--- src/rtl/pipeline_pkg.sv ---
// Shared pipeline-boundary types: stage occupancy states, the decode/execute
// payload layout and its architectural NOP (addi x0, x0, 0).
package pipeline_pkg;

  typedef enum logic [1:0] {
    EMPTY = 2'd0,
    BUSY  = 2'd1,
    FULL  = 2'd2
  } stage_state_e;

  localparam logic [6:0]  NOP_OPCODE = 7'h13;
  localparam logic [4:0]  NOP_RD     = 5'd0;
  localparam logic [2:0]  NOP_FUNCT3 = 3'd0;
  localparam logic [4:0]  NOP_RS1    = 5'd0;
  localparam logic [4:0]  NOP_RS2    = 5'd0;
  localparam logic [6:0]  NOP_FUNCT7 = 7'd0;
  localparam logic [31:0] NOP_IMM    = 32'd0;
  localparam logic [31:0] NOP_DATA   = 32'd0;
  localparam logic [31:0] NOP_PC     = 32'd0;

  // Opcode sits in the LSBs so a packed NOP reads as 0x13 in the low byte.
  typedef struct packed {
    logic [31:0] pc;
    logic [31:0] data;
    logic [31:0] imm;
    logic [6:0]  funct7;
    logic [4:0]  rs2;
    logic [4:0]  rs1;
    logic [2:0]  funct3;
    logic [4:0]  rd;
    logic [6:0]  opcode;
  } dec_ex_payload_t;

  localparam int DEC_EX_W = $bits(dec_ex_payload_t);

  function automatic dec_ex_payload_t build_nop_payload();
    dec_ex_payload_t p;
    p.pc     = NOP_PC;
    p.data   = NOP_DATA;
    p.imm    = NOP_IMM;
    p.funct7 = NOP_FUNCT7;
    p.rs2    = NOP_RS2;
    p.rs1    = NOP_RS1;
    p.funct3 = NOP_FUNCT3;
    p.rd     = NOP_RD;
    p.opcode = NOP_OPCODE;
    return p;
  endfunction

endpackage

--- src/rtl/pipe_skid_slot.sv ---
// Load-enabled payload register that resets to the bubble payload; used for
// both the main and the skid entry of a pipeline stage.
module pipe_skid_slot
  import pipeline_pkg::*;
#(
  parameter int               WIDTH       = 128,
  parameter logic [WIDTH-1:0] RESET_VALUE = '0
) (
  input  logic             clk,
  input  logic             rst_n,
  input  logic             load,
  input  logic [WIDTH-1:0] d,
  output logic [WIDTH-1:0] q
);

  // NOTE: payload storage is reset too, so a bubble never carries stale
  // fields even before the first beat is loaded.
  always_ff @(posedge clk or negedge rst_n) begin
    if (!rst_n) begin
      q <= RESET_VALUE;
    end else if (load) begin
      q <= d;
    end
  end

endmodule

--- src/rtl/pipe_stage_reg.sv ---
// Valid/ready pipeline boundary register with optional two-entry skid buffer,
// synchronous flush and NOP masking of the payload during bubbles.
module pipe_stage_reg
  import pipeline_pkg::*;
#(
  parameter int               WIDTH       = 128,
  parameter bit               SKID_EN     = 1'b1,
  parameter logic [WIDTH-1:0] NOP_PAYLOAD = '0
) (
  input  logic             clk,
  input  logic             rst_n,
  input  logic             flush,
  input  logic             in_valid,
  output logic             in_ready,
  input  logic [WIDTH-1:0] in_payload,
  output logic             out_valid,
  input  logic             out_ready,
  output logic [WIDTH-1:0] out_payload,
  output logic [1:0]       occupancy
);

  stage_state_e     state_q, state_d;
  logic             alive_q;
  logic             in_fire, out_fire;
  logic             main_load, main_from_skid;
  logic [WIDTH-1:0] main_d, main_q, skid_q;

  // alive_q holds in_ready low until the first edge after reset release.
  always_ff @(posedge clk or negedge rst_n) begin
    if (!rst_n) begin
      state_q <= EMPTY;
      alive_q <= 1'b0;
    end else begin
      state_q <= state_d;
      alive_q <= 1'b1;
    end
  end

  generate
    if (SKID_EN) begin : g_ready_reg
      assign in_ready = alive_q & (state_q != FULL);
    end else begin : g_ready_comb
      assign in_ready = alive_q & ((state_q == EMPTY) | out_ready);
    end
  endgenerate

  assign out_valid = (state_q != EMPTY) & ~flush;
  assign in_fire   = in_valid & in_ready;
  assign out_fire  = out_valid & out_ready;

  // NOTE: every combinational output gets a default first so no latch is
  // inferred on paths that leave it unassigned.
  always_comb begin
    state_d        = state_q;
    main_load      = 1'b0;
    main_from_skid = 1'b0;
    if (flush) begin
      state_d   = EMPTY;
      main_load = 1'b1;
    end else begin
      unique case (state_q)
        EMPTY: begin
          if (in_fire) begin
            main_load = 1'b1;
            state_d   = BUSY;
          end
        end
        BUSY: begin
          if (in_fire && out_fire) begin
            main_load = 1'b1;
          end else if (in_fire && SKID_EN) begin
            state_d = FULL;
          end else if (out_fire) begin
            state_d = EMPTY;
          end
        end
        FULL: begin
          if (out_fire) begin
            main_load      = 1'b1;
            main_from_skid = 1'b1;
            state_d        = BUSY;
          end
        end
        default: state_d = EMPTY;
      endcase
    end
  end

  assign main_d = flush          ? NOP_PAYLOAD :
                  main_from_skid ? skid_q      : in_payload;

  pipe_skid_slot #(
    .WIDTH       (WIDTH),
    .RESET_VALUE (NOP_PAYLOAD)
  ) u_main (
    .clk   (clk),
    .rst_n (rst_n),
    .load  (main_load),
    .d     (main_d),
    .q     (main_q)
  );

  generate
    if (SKID_EN) begin : g_skid
      logic             skid_load;
      logic [WIDTH-1:0] skid_d;

      // The skid entry only captures a beat arriving while main is stalled.
      assign skid_load = flush | ((state_q == BUSY) & in_fire & ~out_fire);
      assign skid_d    = flush ? NOP_PAYLOAD : in_payload;

      pipe_skid_slot #(
        .WIDTH       (WIDTH),
        .RESET_VALUE (NOP_PAYLOAD)
      ) u_skid (
        .clk   (clk),
        .rst_n (rst_n),
        .load  (skid_load),
        .d     (skid_d),
        .q     (skid_q)
      );
    end else begin : g_no_skid
      assign skid_q = NOP_PAYLOAD;
    end
  endgenerate

  assign out_payload = out_valid ? main_q : NOP_PAYLOAD;
  assign occupancy   = state_q;

endmodule

--- config.mk ---
export PLATFORM = sky130hd
export DESIGN_NAME = pipe_stage_reg
export DESIGN_NICKNAME = d
export VERILOG_FILES = /design/src/rtl/pipeline_pkg.sv /design/src/rtl/pipe_skid_slot.sv /design/src/rtl/pipe_stage_reg.sv
export SDC_FILE = /design/constraint.sdc
export NUM_CORES = 1
export LEC_CHECK = 0
export ABC_AREA = 1
export CAP_MARGIN = 15
export CORE_AREA = 3 3 162 164
export DETAILED_ROUTE_END_ITERATION = 8
export DIE_AREA = 0 0 165 167
export PLACE_DENSITY = 0.93
export SLEW_MARGIN = 20
export SYNTH_ARGS = -nofsm -noshare
export SYNTH_HDL_FRONTEND = slang
export SYNTH_SLANG_ARGS = --single-unit
--- constraint.sdc ---
create_clock -name clk -period 2.23 [get_ports clk]
set_input_delay 0.223 -clock clk [delete_from_list [all_inputs] [get_ports clk]]
set_output_delay 0.223 -clock clk [all_outputs]
set_load 0.02 [all_outputs]
=== After elaboration in Yosys (flattened, before gate mapping) ===
Cells that the tools add are included.

* $add $sub $neg: 0
* Multipliers: 0
* Divide/modulo/power cells: 0
* $lt $le $gt $ge: 0
* Equal/unequal tests: 7
* Shift operators: 0
* Muxes and demuxes: 18
* Bitwise gates (word level): 9
* Reductions and logical operators: 4

{| class="wikitable"
|+ Operator list
! operator !! count
|-
| $mux 128 || 4
|-
| $mux 2 || 6
|-
| $ne 3x3->1 const B || 3
|-
| $and 1x1->1 || 6
|-
| $mux 1 || 6
|-
| $pmux 2 s3 || 1
|-
| $ne 4x4->1 const B || 1
|-
| $reduce_and 4->1 || 1
|-
| $pmux 1 s3 || 1
|-
| $eq 2x1->1 const B || 1
|-
| $eq 2x2->1 const B || 1
|-
| $logic_not 2->1 || 1
|-
| $ne 2x2->1 const B || 1
|-
| $not 1->1 || 2
|-
| $reduce_bool 2->1 || 1
|-
| $logic_and 1x1->1 || 1
|-
| $or 1x1->1 || 1
|}

* Register bits after elaboration: 259
* Latch bits: 0
* Bits in writable memories: 0
* Bits in read-only memories: 0
* Input port bits: 133
* Output and inout bits: 132
* Logic and storage cells: 42
* Memories: 0

=== Longest topological paths before layout ===
Gate-level depths: netlist of run 1.

* Word-level depth: 8
* Mapped depth: 11
* Depth with buffers taken out: 8

=== Hierarchy ===
A second synthesis of run 1 with hierarchy kept.

* Cell total of the unflattened synthesis: 1,955
* Area, all modules: 13,679.4 sq um

{| class="wikitable"
|+ By module, submodules not included
! module !! times used !! cells an instance !! area an instance (sq um) !! seq. area each (sq um)
|-
| pipe_skid_slot || 2 || 541 || 4,959.8 || 3,203.1
|-
| pipe_stage_reg || 1 || 873 || 3,759.9 || 75.1
|}

=== Worst setup path after synthesis of run 1 ===
OpenSTA, ideal clock, no wires.

* Path kind: flip-flop to output port
* Start: register state_q[1] (netlist: occupancy[1])
* End: output port out_valid
* Arrival time: 1.571 ns
* Data required time: 2.007 ns
* Setup slack: 0.436 ns
* Cell stages (with the launch flop): 8
* Buffers on the path: 3
* Cells stage by stage: dfrtp_1 buf_2 inv_2 nand2_1 nand2_1 clkbuf_1 clkbuf_1 inv_1

* Word-level cells in the longest chain between the ends: 2

{| class="wikitable"
|+ RTL lines
! item !! RTL line !! RTL
|-
| start: declaration || pipe_stage_reg.sv:22 || <nowiki>stage_state_e state_q, state_d;</nowiki>
|-
| start signal: assignment || pipe_stage_reg.sv:34 || <nowiki>state_q <= state_d;</nowiki>
|-
| $reduce_bool 2->1 || pipe_stage_reg.sv:47 || <nowiki>assign out_valid = (state_q != EMPTY) & ~flush;</nowiki>
|-
| $and 1x1->1 || pipe_stage_reg.sv:47 ||
|-
| end: declaration || pipe_stage_reg.sv:16 || <nowiki>output logic out_valid,</nowiki>
|}

Every way passes these cells.

=== Worst setup path after layout of run 1 ===
* Start: register state_q[1] (netlist: occupancy[1])
* End: output port occupancy[1]

{| class="wikitable"
|+ RTL lines
! item !! RTL line !! RTL
|-
| end: declaration || pipe_stage_reg.sv:19 || <nowiki>output logic [1:0] occupancy</nowiki>
|}

No word-level cell between the ends.

==> run_results.csv, run 1 <==
group,metric,value,unit
sta,holdWs,148,ps
synthesis,mappedNetlistNets,2010,
die,initial_util,54.2,%
sta,final.period_utilization,98.8,%
grt,grt_start_max_net_pins,129,
cts,clkSlewWorstSetupHoldPaths,60,ps
synthesis,netlist_area,0.0136,mm2
critical_path,worst_ep_arrival_time,1980,ps
run,cap_viol_max_count,0,
synthesis,postSynthAreaPerCell,7.23,um2
routing,first_drt_pass_iteration_count,6,
cts,cts_max_level,1,
worst_hold_path,hold_depth,3,
worst_hold_path,whs_endpoint,"occupancy[1]",
die,design.die.area,0.0276,mm2
power,power_density,701,mW/mm2
synthesis,post_synth_fa_ha_maj_area_fraction,0,%
sta,final-setup-viol-count,0,
worst_hold_path,hp-class,"in -> reg",
synthesis,area_fraction_in_compound_gates_after_synthesis,7.24,%
placement,numPortBuffers,264,
placement,dp.final_hpwl,24600,um
critical_path,r2r_start,"occupancy[1]",
run_status,run_status,"finished clean",
synthesis,synth_unique_cells,16,
grt,globalRoute.totalOverflow,0,
synthesis,synthXorXnorAreaFrac,0,%
synthesis,dominant_combinational_cell_family_by_area_after_synthesis,"simple AND/OR/NAND/NOR gates",
routing,viasPerCell,5.96,
synthesis,synth-async-reset-ratio,100,%
synthesis,synth.area.top_cells,"sky130_fd_sc_hd__dfrtp_1 (48%), sky130_fd_sc_hd__nand2_1 (16%), sky130_fd_sc_hd__nand3_1 (9.7%), sky130_fd_sc_hd__a21oi_1 (7.1%), sky130_fd_sc_hd__nand4_1 (5.9%)",
power,relative_contribution_of_combinational_cells_to_total_power,20.9,%
synthesis,count_of_flip_flops_with_a_built_in_enable_after_synthesis,0,
routing,final_wirelength,42700,um
sta,worst_pin_slew,926,ps
sta,timing.clock.skew,13.5,ps
power,post-layout-total-power,12.1,mW
sta,report.final.slew_viol_count,0,
routing,drc_viols,0,
critical_path,sort_of_element_at_the_end_of_the_critical_path,"primary output",
grt,grt_util_all_layers,30.0,%
routing,route.antenna.remaining_nets,0,
synthesis,yosys.area.top_type_share,47.8,%
critical_path,critPathKind,"reg -> out",
placement,routabilityCongestion,0.844,
routing,detail_route.wl_per_cell,17.9,um
cts,tritoncts.num_buffers,27,
layout,share_of_final_layout_standard_cells_stronger_than_drive_strength_1,8.24,%
layout,final_core_utilization,69.2,%
power,sw_frac_of_total,30.2,%
critical_path,worstPathMaxFanout,38,
cts,clock_latency_of_the_later_clocked_register_in_the_worst_skew_pair,530,ps
cts,cts_tree,"yes",
critical_path,timing.reg2reg.setup_slack,160,ps
worst_hold_path,holdCritStartpoint,"out_ready",
critical_path,worstReg2RegEnd,"u_main.q[64]",
die,io-pin-count,265,
power,power.share.clock,35.8,%
routing,drt_iter0_drc,1858,
synthesis,synth_mux_area_share,0,%
cts,clk_path_buf_depth,3,
sta,relSlewSlack,38.3,%
power,peakVddDrop,0.491,mV
synthesis,yosys_warnings,0,
synthesis,post-synth-top-count-cell,"sky130_fd_sc_hd__nand2_1",
grt,grt_antenna_before_repair,4,
synthesis,synth.ff_latch_count,259,
synthesis,postSynth.topFlopCell,"sky130_fd_sc_hd__dfrtp_1",
synthesis,post_synth_most_frequent_cells,"sky130_fd_sc_hd__nand2_1 (586), sky130_fd_sc_hd__nand3_1 (263), sky130_fd_sc_hd__dfrtp_1 (259), sky130_fd_sc_hd__a21oi_1 (192), sky130_fd_sc_hd__nor2_1 (132)",
power,p_leak,8.70,nW
sta,period_minus_slack,2200,ps
cts,tritoncts_num_sinks,259,
grt,grt_pass1_vias,13900,
placement,placement_stage_cell_area,0.0165,mm2
synthesis,share_of_synthesized_area_occupied_by_flip_flops_and_latches,47.8,%
power,cellInternalPower,8.47,mW
die,core-area,0.0250,mm2
critical_path,crit_path_start_kind,"flop",
power,switch_pwr,3.66,mW
die,fp.dieH,167,um
cts,root_buffer,"sky130_fd_sc_hd__clkbuf_16",
grt,grt_pass1_wl,68500,um
synthesis,yosys.area_share.simple,35.6,%
die,die_w,165,um
layout,num-nets-final,2177,
synthesis,syn-instance-count,1877,
die,num_rows,58,
sta,hold_viol_final,0,
critical_path,crit_required,2010,ps
layout,area_delta_synth_final,27.6,%
routing,overall_via_count_from_detail_route,14300,
power,share_seq_of_total_power,43.3,%
critical_path,worst_r2r_path_depth,8,
sta,maxClockFrequency,454,MHz
layout,post_layout_inst_area,0.0173,mm2
synthesis,yosysTopAreaCell,"sky130_fd_sc_hd__dfrtp_1",
power by group through the flow:
stage / logic, mW / registers (mW) / clock network (mW)
2_1_floorplan: 1.36 / 5.28 / 0
5_1_grt: 2.74 / 5.29 / 4.61
4_1_cts: 2.48 / 5.25 / 4.41
3_5_place_dp: 2.45 / 5.33 / 0
3_3_place_gp: 2.40 / 5.31 / 0
6_report: 2.53 / 5.25 / 4.35
layer usage:
layer | up-vias | part of all wire, % | global-route usage, %
met4 | 6 | 3.3 | 11.4
li1 | 6440 | - | -
met2 | 987 | 46 | 47.7
met5 | - | 0.082 | 0
met1 | 6687 | 38 | 39.7
met3 | 138 | 12 | 7.34
worst max-delay path by stage:
| stage | from | endpoint | slack, ps | depth (start not counted) |
|---|---|---|---|---|
| after floorplan | occupancy[1] | out_valid | 440 | 7 |
| after global placement | occupancy[1] | u_main.q[0] | 200 | 7 |
| after detailed placement | occupancy[1] | out_payload[4] | 140 | 6 |
| after CTS | occupancy[1] | occupancy[1] | -50 | 2 |
| after global routing | occupancy[1] | out_payload[32] | -7 | 8 |
| final | occupancy[1] | occupancy[1] | 30 | 2 |
critical path: stages, from the launching register on:
cell                              delay, ps
sky130_fd_sc_hd__dfrtp_4                440
sky130_fd_sc_hd__buf_6                  320
sky130_fd_sc_hd__clkdlybuf4s50_1        680
layout make-up:
class | count | area (um2)
flip-flops and latches | 259 | 6480
well taps | 330 | 413
clock buffers | 42 | 782
clock inverters | 6 | 57.6
inverters | 134 | 505
fillers | 1921 | 7720
repair buffers | 315 | 3170
multi-input cells | 1307 | 5900
diodes | 1 | 2.50
through the flow:
| step | setup TNS (ps) | cells | setup WS, ps |
|---|---|---|---|
| global route | -18.9 | 2393 | -7.38 |
| CTS | -53.8 | 2390 | -53.8 |
| floorplan | 0 | 1877 | 436 |
| global placement | 0 | 2334 | 199 |
| detailed placement | 0 | 2334 | 139 |
| finish | 0 | 2394 | 27.4 |
cells by family (layout without fill, tap and decap cells):
kind of cell | count (synthesis) | count (layout)
flops | 259 | 259
other cells | 1 | 2
buf+inv | 311 | 497
compound gates | 195 | 195
simple gates | 1111 | 1111
timing repair:
action | in CTS | in global routing
resized for setup | 295 | 29
hold buffers | 1 | 0
hold endpoints to repair | 68 | 0
buffers inserted | 5 | 2
cloned | 2 | 1
pin swaps | 0 | 0
setup endpoints to repair | 131 | 93
flip-flops by register name, indices dropped and copies added (netlist names):
signal and cells:
alive_q 1, g_skid.u_skid.q 128, occupancy 2, u_main.q 128
cells in the final DEF, fill, tap and decap left out, drive strengths merged, types with 47 or more instances in the layout:
master / synthesis / layout
nor2: 133 / 133
dfrtp: 259 / 259
nand3: 263 / 263
dlygate4sd2: 0 / 54
inv: 134 / 134
clkbuf: 81 / 47
nand4: 129 / 129
clkdlybuf4s50: 0 / 131
buf: 96 / 88
nand2: 586 / 586
a21oi: 192 / 192
Power figures use the tool's default switching activity.
==> inputs of run 2 (changes only) <==
--- a/config.mk
+++ b/config.mk
@@ -7,10 +7,10 @@
 export LEC_CHECK = 0
 export ABC_AREA = 1
 export CAP_MARGIN = 15
-export CORE_AREA = 3 3 162 164
+export CORE_AREA = 3 3 165 167
 export DETAILED_ROUTE_END_ITERATION = 8
-export DIE_AREA = 0 0 165 167
-export PLACE_DENSITY = 0.93
+export DIE_AREA = 0 0 168 170
+export PLACE_DENSITY = 0.9
 export SLEW_MARGIN = 20
 export SYNTH_ARGS = -nofsm -noshare
 export SYNTH_HDL_FRONTEND = slang
==> constraint.sdc (replaced) <==
create_clock -name clk -period 2.1 [get_ports clk]
set_input_delay 0.21 -clock clk [delete_from_list [all_inputs] [get_ports clk]]
set_output_delay 0.21 -clock clk [all_outputs]
set_load 0.02 [all_outputs]
==> run 2 against run 1 <==
- the flow now finishes with violations (negative setup slack)
- clock skew is 4.6 ps lower
- critical path depth grew 1
- count of clock-buffer cells in the layout shrank 5
- register-to-register slack got worse by 70 ps
- die area rose by 3.6%
- critical path type unchanged
==> run_results.csv, run 2 (synthesis gave the netlist of run 1 again) <==
group,metric,value,unit
layout,share_of_final_layout_standard_cells_stronger_than_drive_strength_1,11.1,%
routing,detail_route.wl_per_cell,17.8,um
run_status,run_status,"complete, but fails checks",
critical_path,timing.reg2reg.setup_slack,90,ps
cts,root_buffer,"sky130_fd_sc_hd__clkbuf_16",
cts,clkSlewWorstSetupHoldPaths,60,ps
die,num_rows,59,
run,cap_viol_max_count,0,
routing,final_wirelength,42500,um
die,core-area,0.0259,mm2
sta,timing.clock.skew,8.85,ps
sta,maxClockFrequency,471,MHz
sta,hold_viol_final,0,
die,die_w,168,um
worst_hold_path,hp-class,"in -> reg",
grt,grt_antenna_before_repair,2,
grt,grt_pass1_wl,69100,um
cts,tritoncts.num_buffers,27,
run_status,violations_in_the_final_reports,"negative setup slack",
sta,report.final.slew_viol_count,0,
sta,relSlewSlack,49.4,%
placement,routabilityCongestion,0.839,
routing,viasPerCell,5.86,
layout,num-nets-final,2172,
grt,globalRoute.totalOverflow,0,
layout,layout_common_cells,"sky130_fd_sc_hd__nand2_1 (581), sky130_fd_sc_hd__nand3_1 (262), sky130_fd_sc_hd__dfrtp_1 (258)",
sta,final.period_utilization,101,%
power,peakVddDrop,0.408,mV
die,design.die.area,0.0286,mm2
grt,grt_start_max_net_pins,134,
layout,n_antenna_cell,0,
worst_hold_path,hold_depth,3,
placement,worst_slack_at_placement,-48.0,ps
cts,clock_latency_of_the_later_clocked_register_in_the_worst_skew_pair,530,ps
critical_path,worst_r2r_path_depth,9,
sta,final-setup-viol-count,2,
routing,overall_via_count_from_detail_route,14000,
layout,final_common_cell,"sky130_fd_sc_hd__nand2_1",
critical_path,crit_required,1890,ps
worst_hold_path,whs_endpoint,"occupancy[1]",
routing,drc_viols,0,
layout,final_core_utilization,65.8,%
die,initial_util,52.4,%
worst_hold_path,holdCritStartpoint,"out_ready",
die,fp.dieH,170,um
critical_path,worst_ep_arrival_time,1910,ps
cts,cts_max_level,1,
sta,final.setup.worst_slack,-21.8,ps
sta,grt_setup_unrepaired,"true",
grt,met2_usage,47.3,%
sta,worst_pin_slew,759,ps
critical_path,critPathKind,"reg -> out",
critical_path,crit_path_start_kind,"flop",
critical_path,worstReg2RegEnd,"u_main.q[51]",
grt,grt_use_met1,38.5,%
critical_path,sort_of_element_at_the_end_of_the_critical_path,"primary output",
routing,route.antenna.remaining_nets,0,
grt,grt_use_met3,6.90,%
sta,holdWs,133,ps
cts,tritoncts_num_sinks,259,
power,power_density,778,mW/mm2
layout,area_delta_synth_final,25.7,%
routing,drt_iter0_drc,1718,
grt,gr_peak_layer,"met2",
sta,period_minus_slack,2120,ps
cts,cts_tree,"yes",
placement,dp.final_hpwl,24900,um
critical_path,worstPathMaxFanout,27,
grt,grt_util_all_layers,28.8,%
routing,first_drt_pass_iteration_count,6,
critical_path,r2r_start,"occupancy[1]",
critical_path,timing.critical_path.from,"occupancy[1]",
placement,numPortBuffers,264,
cts,clk_path_buf_depth,3,
power,p_leak,8.54,nW
grt,grt_pass1_vias,13800,
die,io-pin-count,265,
sta,totalNegativeSetupSlack,-23.2,ps
## run 2: changes by cell type in the layout (fill, tap and decap cells not counted), sizes merged
| cell | delta |
|---|---|
| diode | -1 |
| dlygate4sd2 | -53 |
| bufbuf | -1 |
| buf | +8 |
| clkbuf | +52 |
| clkdlybuf4s15 | -15 |
| bufinv | +3 |
| clkdlybuf4s50 | -1 |
## run 2: worst max-delay path, stage by stage (launching register included)
cell                              delay, ps
sky130_fd_sc_hd__dfrtp_4                510
sky130_fd_sc_hd__buf_4                  250
sky130_fd_sc_hd__a21boi_1               310
sky130_fd_sc_hd__clkdlybuf4s15_2        310
## run 2: how the worst max path moves through the flow
stage,depth (start not counted),endpoint,slack [ps]
after floorplan,7,out_valid,320
after global placement,8,g_skid.u_skid.q[64],60
after detailed placement,8,g_skid.u_skid.q[62],-50
after CTS,6,out_payload[67],-70
after global routing,6,out_payload[45],-80
final,3,in_ready,-20
## run 2: metrics by stage
step / cells / cell area [um2] / power [mW]
finish: 2391 / 17100 / 13.3
global route: 2391 / 17100 / 13.8
CTS: 2386 / 17200 / 13.2
detailed placement: 2337 / 16400 / 8.24
global placement: 2337 / 16400 / 8.17
floorplan: 1877 / 13600 / 7.05
## run 2: final cells by class
cell class                 count  area, um2
tap                          335        419
clock buffer                  37        783
timing repair buffer         310       2810
inverter                     134        505
sequential                   259       6480
fill                        2046       8850
clock inverter                 9        151
multi-input combinational   1307       5910
## run 2: layer usage
layer  part of all wire (%)  up-vias
li1                       -     6413
met1                     39     6634
met2                     48      889
met3                     11       83
met4                    2.0        4
met5                  0.064        -
## run 2: where the power goes
part / switching, mW / internal [mW] / total [mW] / leakage (nW)
combinational: 1.72 / 0.917 / 2.63 / 4.61
clock: 1.98 / 3.08 / 5.06 / 0.459
sequential: 0.226 / 5.36 / 5.59 / 3.48
total: 3.92 / 9.35 / 13.3 / 8.54
## run 2: what timing repair did
action | 4_1_cts | 5_1_grt
endpoints found under the setup margin | 181 | 238
setup buffers | 1 | 4
hold buffers | 1 | 0
cloned | 1 | 1
hold endpoints to repair | 61 | 0
gates resized for setup | 295 | 161
==> inputs of run 3 (changes only) <==
--- a/config.mk
+++ b/config.mk
@@ -7,10 +7,9 @@
 export LEC_CHECK = 0
 export ABC_AREA = 1
 export CAP_MARGIN = 15
-export CORE_AREA = 3 3 165 167
+export CORE_AREA = 3 3 201 203
 export DETAILED_ROUTE_END_ITERATION = 8
-export DIE_AREA = 0 0 168 170
-export PLACE_DENSITY = 0.9
+export DIE_AREA = 0 0 204 206
 export SLEW_MARGIN = 20
 export SYNTH_ARGS = -nofsm -noshare
 export SYNTH_HDL_FRONTEND = slang
==> run 3 against run 2 <==
- the run still ends with negative setup slack left
- worst setup slack worse by 13 ps
- global-route usage is 6.8 points lower
- power is 3.9% higher
- die area is 47% higher
- final cell count is 9.0% higher
- critical path depth is 5 higher
- routed wire length is 11% higher
- sequential share of layout area is 1.8 points lower
- maximum frequency is 0.63% lower
- flip-flop and latch count stayed put
- first-iteration DRC count is 32% lower
- largest cell class unchanged
- largest power group unchanged
==> run_results.csv, run 3 (synthesis gave the netlist of run 1 again) <==
group,metric,value,unit
run_status,run_status,"complete, but fails checks",
run_status,violations_in_the_final_reports,"negative setup slack",
cts,tritoncts.num_buffers,30,
critical_path,worstPathMaxFanout,8,
critical_path,worst_ep_arrival_time,1930,ps
sta,totalNegativeSetupSlack,-372,ps
cts,cts_tree,"yes",
die,design.die.area,0.0420,mm2
placement,dp.final_hpwl,27500,um
layout,layout_common_cells,"sky130_fd_sc_hd__nand2_1 (581), sky130_fd_sc_hd__nand3_1 (262), sky130_fd_sc_hd__dfrtp_1 (258)",
placement,routabilityCongestion,0.783,
grt,grt_start_max_net_pins,149,
sta,report.final.slew_viol_count,0,
layout,final_core_utilization,46.4,%
die,io-pin-count,265,
sta,final.setup.worst_slack,-35.2,ps
cts,clkSlewWorstSetupHoldPaths,60,ps
power,sw_frac_of_total,30.3,%
routing,overall_via_count_from_detail_route,13700,
routing,final_wirelength,47300,um
critical_path,crit_required,1890,ps
sta,maxClockFrequency,468,MHz
cts,cts_max_level,1,
grt,globalRoute.totalOverflow,0,
die,core-area,0.0386,mm2
run,cap_viol_max_count,0,
power,power.share.clock,38.4,%
sta,hold_viol_final,0,
layout,final-instance-count-excl-fill,2606,
cts,root_buffer,"sky130_fd_sc_hd__clkbuf_16",
layout,num-nets-final,2197,
die,initial_util,35.1,%
routing,route.antenna.remaining_nets,0,
sta,grt_setup_unrepaired,"true",
routing,first_drt_pass_iteration_count,5,
sta,timing.clock.skew,7.40,ps
critical_path,critPathKind,"reg -> out",
grt,grt_pass1_wl,75400,um
critical_path,crit_path_start_kind,"flop",
power,power_density,770,mW/mm2
cts,clock_latency_of_the_later_clocked_register_in_the_worst_skew_pair,570,ps
routing,detail_route.wl_per_cell,18.1,um
critical_path,sort_of_element_at_the_end_of_the_critical_path,"primary output",
grt,grt_antenna_before_repair,7,
layout,share_of_final_layout_standard_cells_stronger_than_drive_strength_1,13.9,%
die,num_rows,72,
power,peakVddDrop,0.563,mV
sta,worst_pin_slew,781,ps
power,switch_pwr,4.18,mW
grt,grt_util_all_layers,22.0,%
die,die_w,204,um
power,p_leak,8.82,nW
cts,clk_path_buf_depth,3,
power,relative_contribution_of_combinational_cells_to_total_power,21.2,%
sta,period_minus_slack,2140,ps
routing,drc_viols,0,
placement,dp.cells,2531,
layout,final_common_cell,"sky130_fd_sc_hd__nand2_1",
routing,drt_iter0_drc,1171,
layout,area_delta_synth_final,32.1,%
cts,tritoncts_num_sinks,259,
die,fp.dieH,206,um
power,cellInternalPower,9.61,mW
sta,relSlewSlack,47.9,%
power,post-layout-total-power,13.8,mW
routing,viasPerCell,5.26,
worst_hold_path,hp-class,"in -> reg",
grt,grt_pass1_vias,13500,
placement,numPortBuffers,264,
power,share_seq_of_total_power,40.4,%
sta,final.period_utilization,102,%
sta,final-setup-viol-count,26,
## run 3: cell count changes in the layout (fill, tap and decap cells not counted), sizes merged, moves of 2 or more
| cell | previous run | this run |
|---|---|---|
| buf | 96 | 194 |
| clkbuf | 99 | 50 |
| clkdlybuf4s15 | 20 | 2 |
| bufinv | 4 | 2 |
## run 3: cell type report
class | instances | area, um2
fillers | 3897 | 20700
inverters | 134 | 505
clock buffers | 47 | 906
flip-flops and latches | 259 | 6480
clock inverters | 8 | 92.6
repair buffers | 332 | 3210
well taps | 518 | 648
diodes | 1 | 2.50
multi-input cells | 1307 | 6070
## run 3: metrics by stage
step	worst slack, ps	cell area (um2)	hold WS (ps)
2_1_floorplan	319	13600	-85.6
3_3_place_gp	-1.23	16800	182
3_5_place_dp	15.4	16800	185
4_1_cts	-113	17500	23.4
5_1_grt	-127	17900	39.3
6_report	-35.2	17900	51.3
## run 3: timing repair
item / in CTS / in global routing
buffers inserted: 9 / 4
pin swaps: 1 / 1
setup endpoints to repair: 131 / 142
gates resized for setup: 553 / 115
hold buffers: 2 / 0
hold endpoints to repair: 114 / 0
gates cloned: 5 / 3
## run 3: critical path, cell delays in order (launching register included)
cell                        delay (ps)
sky130_fd_sc_hd__dfrtp_4           500
sky130_fd_sc_hd__inv_2              70
sky130_fd_sc_hd__nand2_2            70
sky130_fd_sc_hd__nand2_4           100
sky130_fd_sc_hd__buf_12            160
sky130_fd_sc_hd__buf_12            120
sky130_fd_sc_hd__clkbuf_16         170
sky130_fd_sc_hd__nor2_2             50
sky130_fd_sc_hd__buf_6             120
## run 3: power by group through the flow
stage                     sequential, mW  combinational (mW)  clock [mW]
after floorplan                     5.60                1.45           0
after global placement              5.65                2.68           0
after detailed placement            5.66                2.70           0
after CTS                           5.57                2.82        5.46
after global routing                5.62                3.21        5.65
final                               5.58                2.92        5.30
## run 3: worst paths after layout
| kind | cells past startpoint | to | slack [ps] | from |
|---|---|---|---|---|
| max reg2reg | 8 | g_skid.u_skid.q[79] | 150 | occupancy[1] |
| min | 3 | occupancy[1] | 50 | out_ready |
| min in group asynchronous | 2 | u_main.q[22] | 180 | rst_n |
| max in group asynchronous | 3 | u_main.q[106] | 1090 | rst_n |
| min reg2reg | 2 | g_skid.u_skid.q[29] | 500 | g_skid.u_skid.q[29] |
| max | 8 | out_payload[111] | -40 | occupancy[1] |
## run 3: metal layers
metal	vias to the layer above	routed length (um)	track usage (%)
met1	6590	20900	31.2
met3	71	4300	5.36
met5	-	69	0
met4	10	941	5.85
met2	557	21100	33.9
li1	6477	-	-
